### config.mk
export PLATFORM = sky130hd
export DESIGN_NAME = sat_counter
export DESIGN_NICKNAME = d
export VERILOG_FILES = /design/src/rtl/count_checker_sat_counter.sv
export SDC_FILE = /design/constraint.sdc
export NUM_CORES = 1
export LEC_CHECK = 0
export CORE_MARGIN = 10
export CORE_UTILIZATION = 35
export CTS_BUF_LIST = sky130_fd_sc_hd__clkbuf_8
export CTS_CLUSTER_DIAMETER = 60
export DETAILED_ROUTE_END_ITERATION = 7
export HOLD_SLACK_MARGIN = 0.03
export SLEW_MARGIN = 5
export SYNTH_ARGS = -nofsm -noshare
export SYNTH_HDL_FRONTEND = slang
export SYNTH_SLANG_ARGS = --single-unit
### constraint.sdc
create_clock -name clk -period 4.4 [get_ports clk]
set_input_delay 0.44 -clock clk [delete_from_list [all_inputs] [get_ports clk]]
set_output_delay 0.44 -clock clk [all_outputs]
set_load 0.02 [all_outputs]
### src/rtl/count_checker_sat_counter.sv
// Tally with synchronous clear; saturates at all-ones or wraps.
// SAT selects the behaviour at the top of the range.
module sat_counter #(
  parameter int W   = 8,
  parameter bit SAT = 1'b1
) (
  input  logic         clk,
  input  logic         reset,
  input  logic         inc,
  input  logic         clr,
  output logic [W-1:0] cnt
);

  logic at_top;
  assign at_top = &cnt;

  // Clear beats increment; saturating mode stops at all-ones.
  always_ff @(posedge clk or negedge reset) begin
    if (!reset)
      cnt <= '0;
    else if (clr)
      cnt <= '0;
    else if (inc && !(SAT && at_top))
      cnt <= cnt + 1'b1;
  end

endmodule

# [Word level (Yosys, flattened, before mapping)]
# Cells that the tools add are included.
[totals] ff_bits=8 latchBits=0 ramBits=0 mem_bits_ro=0 word_cells=8 memories=0
[classes] addsub=1 multipliers=0 div=0 n_lt_le_gt_ge=0 eq_ne=0 shifts=0 muxes=2 bitwise=0 n_reduce_logical=4
[op_table] operator="$mux 8" n=2
[op_table] operator="$add 8x1->8 const B" n=1
[op_table] operator="$reduce_and 8->1" n=1
[op_table] operator="$reduce_bool 2->1" n=1
[op_table] operator="$logic_and 1x1->1" n=1
[op_table] operator="$logic_not 1->1" n=1

# [Longest topological paths before layout]
[depth] ltp_word=5 depth_mapped=4 ltp_nobuf=4

# [Worst setup path before layout]
# Ideal clock, no wire load.
[synth_timing] path_kind="reg-to-reg" startpoint="register cnt[0]" endpoint="register cnt[5]" arrival_time_ns=1.516 t_required_ns=4.275 path_slack_ns=2.759 path_stages_with_launch=5 path_buffers=0 period_less_slack_ns=1.641 cell_sequence="dfrtp_1 ha_1 and3_2 a211oi_2 mux2_4"
[synth_between] elab_chain_len=4 elab_cells_between_ends=7
[synth_rtl] element="from (decl)" line_no="11" text="output logic [W-1:0] cnt"
[synth_rtl] element="from (signal assigned)" line_no="24" text="cnt <= cnt + 1'b1;"
[synth_rtl] element="parallel branches: the longest is 4 deep, another holds $add 8x1->8"
# Several ways; the timed one is not identified. The select of a mux whose other input is x is not followed.
# A chain may end at the register's enable or synchronous reset.

# [Worst setup path after layout]
[layout_timing] startpoint="register cnt[7]" endpoint="output cnt[7]"
# No word-level cell between the ends.

==> parameters.txt <==
Parameter                              Value

Outcome
  Result of the run ... finished, final reports clean

Global route
  Wire length of the first global-routing pass ... 1930 um
  Largest net degree at the start of global routing ... 14
  Total gr overflow ... 0
  Via count of the first global-routing pass ... 423
  GRT Total Usage ... 7.34%
  Initial antenna violation count ... 0

Die
  Starting utilization of the core area ... a little under two fifths
  Horiz. Die Dim ... 58.0 um
  Die height ... 58.0 um
  Core region area ... 0.00133 mm^2
  Top-level port count ... 12
  Die area ... 0.00336 mm^2
  Number of placement rows ... 13

Layout
  Area added between synthesis and finish ... 30.7%
  Antenna diode count ... 0
  Register bank with the most flops ... cnt
  Max FFs per register ... 8
  Area occupied by multi-input gates ... 290 um^2
  Register area ... 200 um^2
  Utilization of the core after routing ... about half
  Largest registers ... cnt x8
  Layout filler cell count ... 134
  Net total in the final layout ... 66
  Fraction of final layout cells sized beyond drive strength 1 ... approximately a fifth

Clock network
  Buffer type at the clock tree root ... sky130_fd_sc_hd__clkbuf_8
  Hold buffers post-CTS ... 0
  Quantity of gates resized following cts ... 0
  Bufs on Longest Clock Path ... 2
  Number of H-tree branching levels ... 1
  TritonCTS clock tree ... done
  Post-CTS clock slew at the launch and capture registers of the worst setup and hold paths ... roughly 0.040 ns
  Number of clock buffers inserted by TritonCTS ... 3
  Clock latency on the worst-skew pair ... between 0.2 and 0.25 ns
  Post-CTS Setup Inserts ... 0
  Number of sinks on the clock net ... 8

Yosys
  Number of enable-type register cells in the synthesized netlist ... 0
  Number of distinct library cells after synthesis ... 25
  Main flop type after synthesis ... sky130_fd_sc_hd__dfrtp_1
  Post-synthesis async set-or-reset flop share ... 100%
  Seq/Total Area, Yosys ... 39.6%
  Synth top cells by count ... sky130_fd_sc_hd__dfrtp_1 (8), sky130_fd_sc_hd__mux2_4 (4), sky130_fd_sc_hd__nor2_1 (4), sky130_fd_sc_hd__nor2b_1 (4)
  Area fraction of the dominant cell type after synthesis ... 39.6%
  Cell types occupying the most area after synthesis ... sky130_fd_sc_hd__dfrtp_1 (40%), sky130_fd_sc_hd__mux2_4 (12%), sky130_fd_sc_hd__nor2b_1 (5.0%)
  Synth Register Bits ... 8
  Mapped Area ... 505 um^2
  Avg Synthesized Cell Area ... 10.8 um^2
  Post-synth top area cell ... sky130_fd_sc_hd__dfrtp_1
  Gate count of the mapped netlist ... 47
  Synthesized netlist net count ... 52
  Synth Warn # ... 0
  Most numerous cell in the Yosys netlist ... sky130_fd_sc_hd__dfrtp_1

Power
  Worst supply voltage drop on vdd ... roughly 0.16 mV
  Switching power summed over all nets ... about 40 uW
  Share of total power in sequential cells ... 42.6%
  Fraction of power consumed by combinational cells ... 10.2%
  Clock share of power ... 47.2%
  Power density over the cells ... 279 mW/mm^2
  Cell-internal power ... 145 uW
  Static power due to leakage ... 0.000266 uW
  Sw Share ... 21.5%
  Design Power ... between 150 and 200 uW

Setup path
  Startpoint Class ... register
  Arrival @ worst endpoint ... 1.34 ns
  Cell type of the slowest stage on the worst timing path ... sky130_fd_sc_hd__clkdlybuf4s50_1
  Critical path's top delay family ... buffers and inverters
  Data required time of the worst path ... 3.96 ns
  Kind of critical path ... register to output pin
  CP cell instances ... clkdlybuf4s50_1
  Endpoint class of the critical path ... output pin
  Max FO, Critical Path ... 7
  Delay of the slowest cell on the worst path ... 0.66 ns
  Reg-to-reg slack, setup ... 2.72 ns
  Buffers and inverters on the worst path ... 1

Route
  Total via count in the routed design ... 407
  Post-DR wirelength/cell ... 15.4 um
  Routed wire length ... approximately 1100 um
  Via-to-Cell Ratio ... 5.50
  First-pass iteration count of the detailed router ... 1
  Drt initial violations ... 0
  Number of routed nets with antenna violations ... 0
  DRC viols ... 0

Timing
  Final period util ... 40.6%
  Highest Clock Rate ... 560 MHz
  Clock skew ... 0.000931 ns
  Number of max-slew violations in the final report ... 0
  Headroom to the max-slew limit ... 71.6%
  Final critical-path required period ... about 1.8 ns
  Setup repair after global routing missed its margin ... false
  Final Hold Viols ... 0
  Slew @ Worst Pin ... 0.424 ns
  Setup violators final ... 0
  Final hold slack ... 0.494 ns
  Accumulated negative setup slack ... 0 ns

Placement
  Placer's final routability congestion estimate ... 0.753
  Count of input and output buffers ... 11

Worst hold path
  Path category of the worst min-delay check ... input port to async pin

Flow run
  Max cap viols ... 0
## placed cells by master (no fill, tap or decap), types with 2 or more instances in the layout
cell	instances
sky130_fd_sc_hd__nand2_1	2
sky130_fd_sc_hd__a21oi_1	2
sky130_fd_sc_hd__nor2b_1	4
sky130_fd_sc_hd__clkbuf_8	3
sky130_fd_sc_hd__a21oi_2	2
sky130_fd_sc_hd__and4_1	2
sky130_fd_sc_hd__clkdlybuf4s50_1	11
sky130_fd_sc_hd__dfrtp_1	8
sky130_fd_sc_hd__mux2_4	4
sky130_fd_sc_hd__nand4_1	2
sky130_fd_sc_hd__nand2b_1	2
sky130_fd_sc_hd__nor2_1	4
## metal layers
metal  track usage [%]  up-vias  wire length [um]
met5                 0        -                 0
met4              2.01        0                12
met3              6.10        2               138
met2              10.6       15               514
met1              7.95      190               470
li1                  -      200                 -
## worst paths after layout
kind | from | endpoint | cells past startpoint
max | cnt[7] | cnt[7] | 1
min | reset | cnt[0] | 1
max reg2reg | cnt[0] | cnt[5] | 4
min reg2reg | cnt[1] | cnt[1] | 2
max in group asynchronous | reset | cnt[1] | 1
min in group clk | cnt[1] | cnt[1] | 2
## logic make-up (layout without fill, tap and decap cells)
logic type	Yosys count	in the layout	share of synthesized area, %
buf+inv	2	14	2.97
fa+ha+maj	1	1	2.47
mux	5	5	13.9
flops	8	8	39.6
compound gates	10	10	16.6
simple gates	21	21	24.5
## stage by stage
| step | instances | setup WS [ns] | cell area [um^2] |
|---|---|---|---|
| floorplan | 47 | 2.76 | 505 |
| global placement | 71 | 2.57 | 619 |
| detailed placement | 71 | 2.55 | 619 |
| CTS | 74 | 2.61 | 661 |
| global route | 74 | 2.54 | 661 |
| finish | 74 | 2.62 | 661 |
## power groups by stage
stage / clock [uW] / sequential [uW] / combinational [uW]
floorplan: 0 / 81.0 / 7.30
global placement: 0 / 79.2 / 19.1
detailed placement: 0 / 79.4 / 19.3
CTS: 90.9 / 78.4 / 19.5
global route: 93.7 / 78.8 / 20.9
finish: 86.9 / 78.4 / 18.9
## area by class of cell
cell class                 count  area share [%]
sequential                     8            30.3
tap                           15            2.84
timing repair buffer          11            16.7
clock buffer                   3            6.25
multi-input combinational     37            43.9
(Power assumes the default switching activity.)
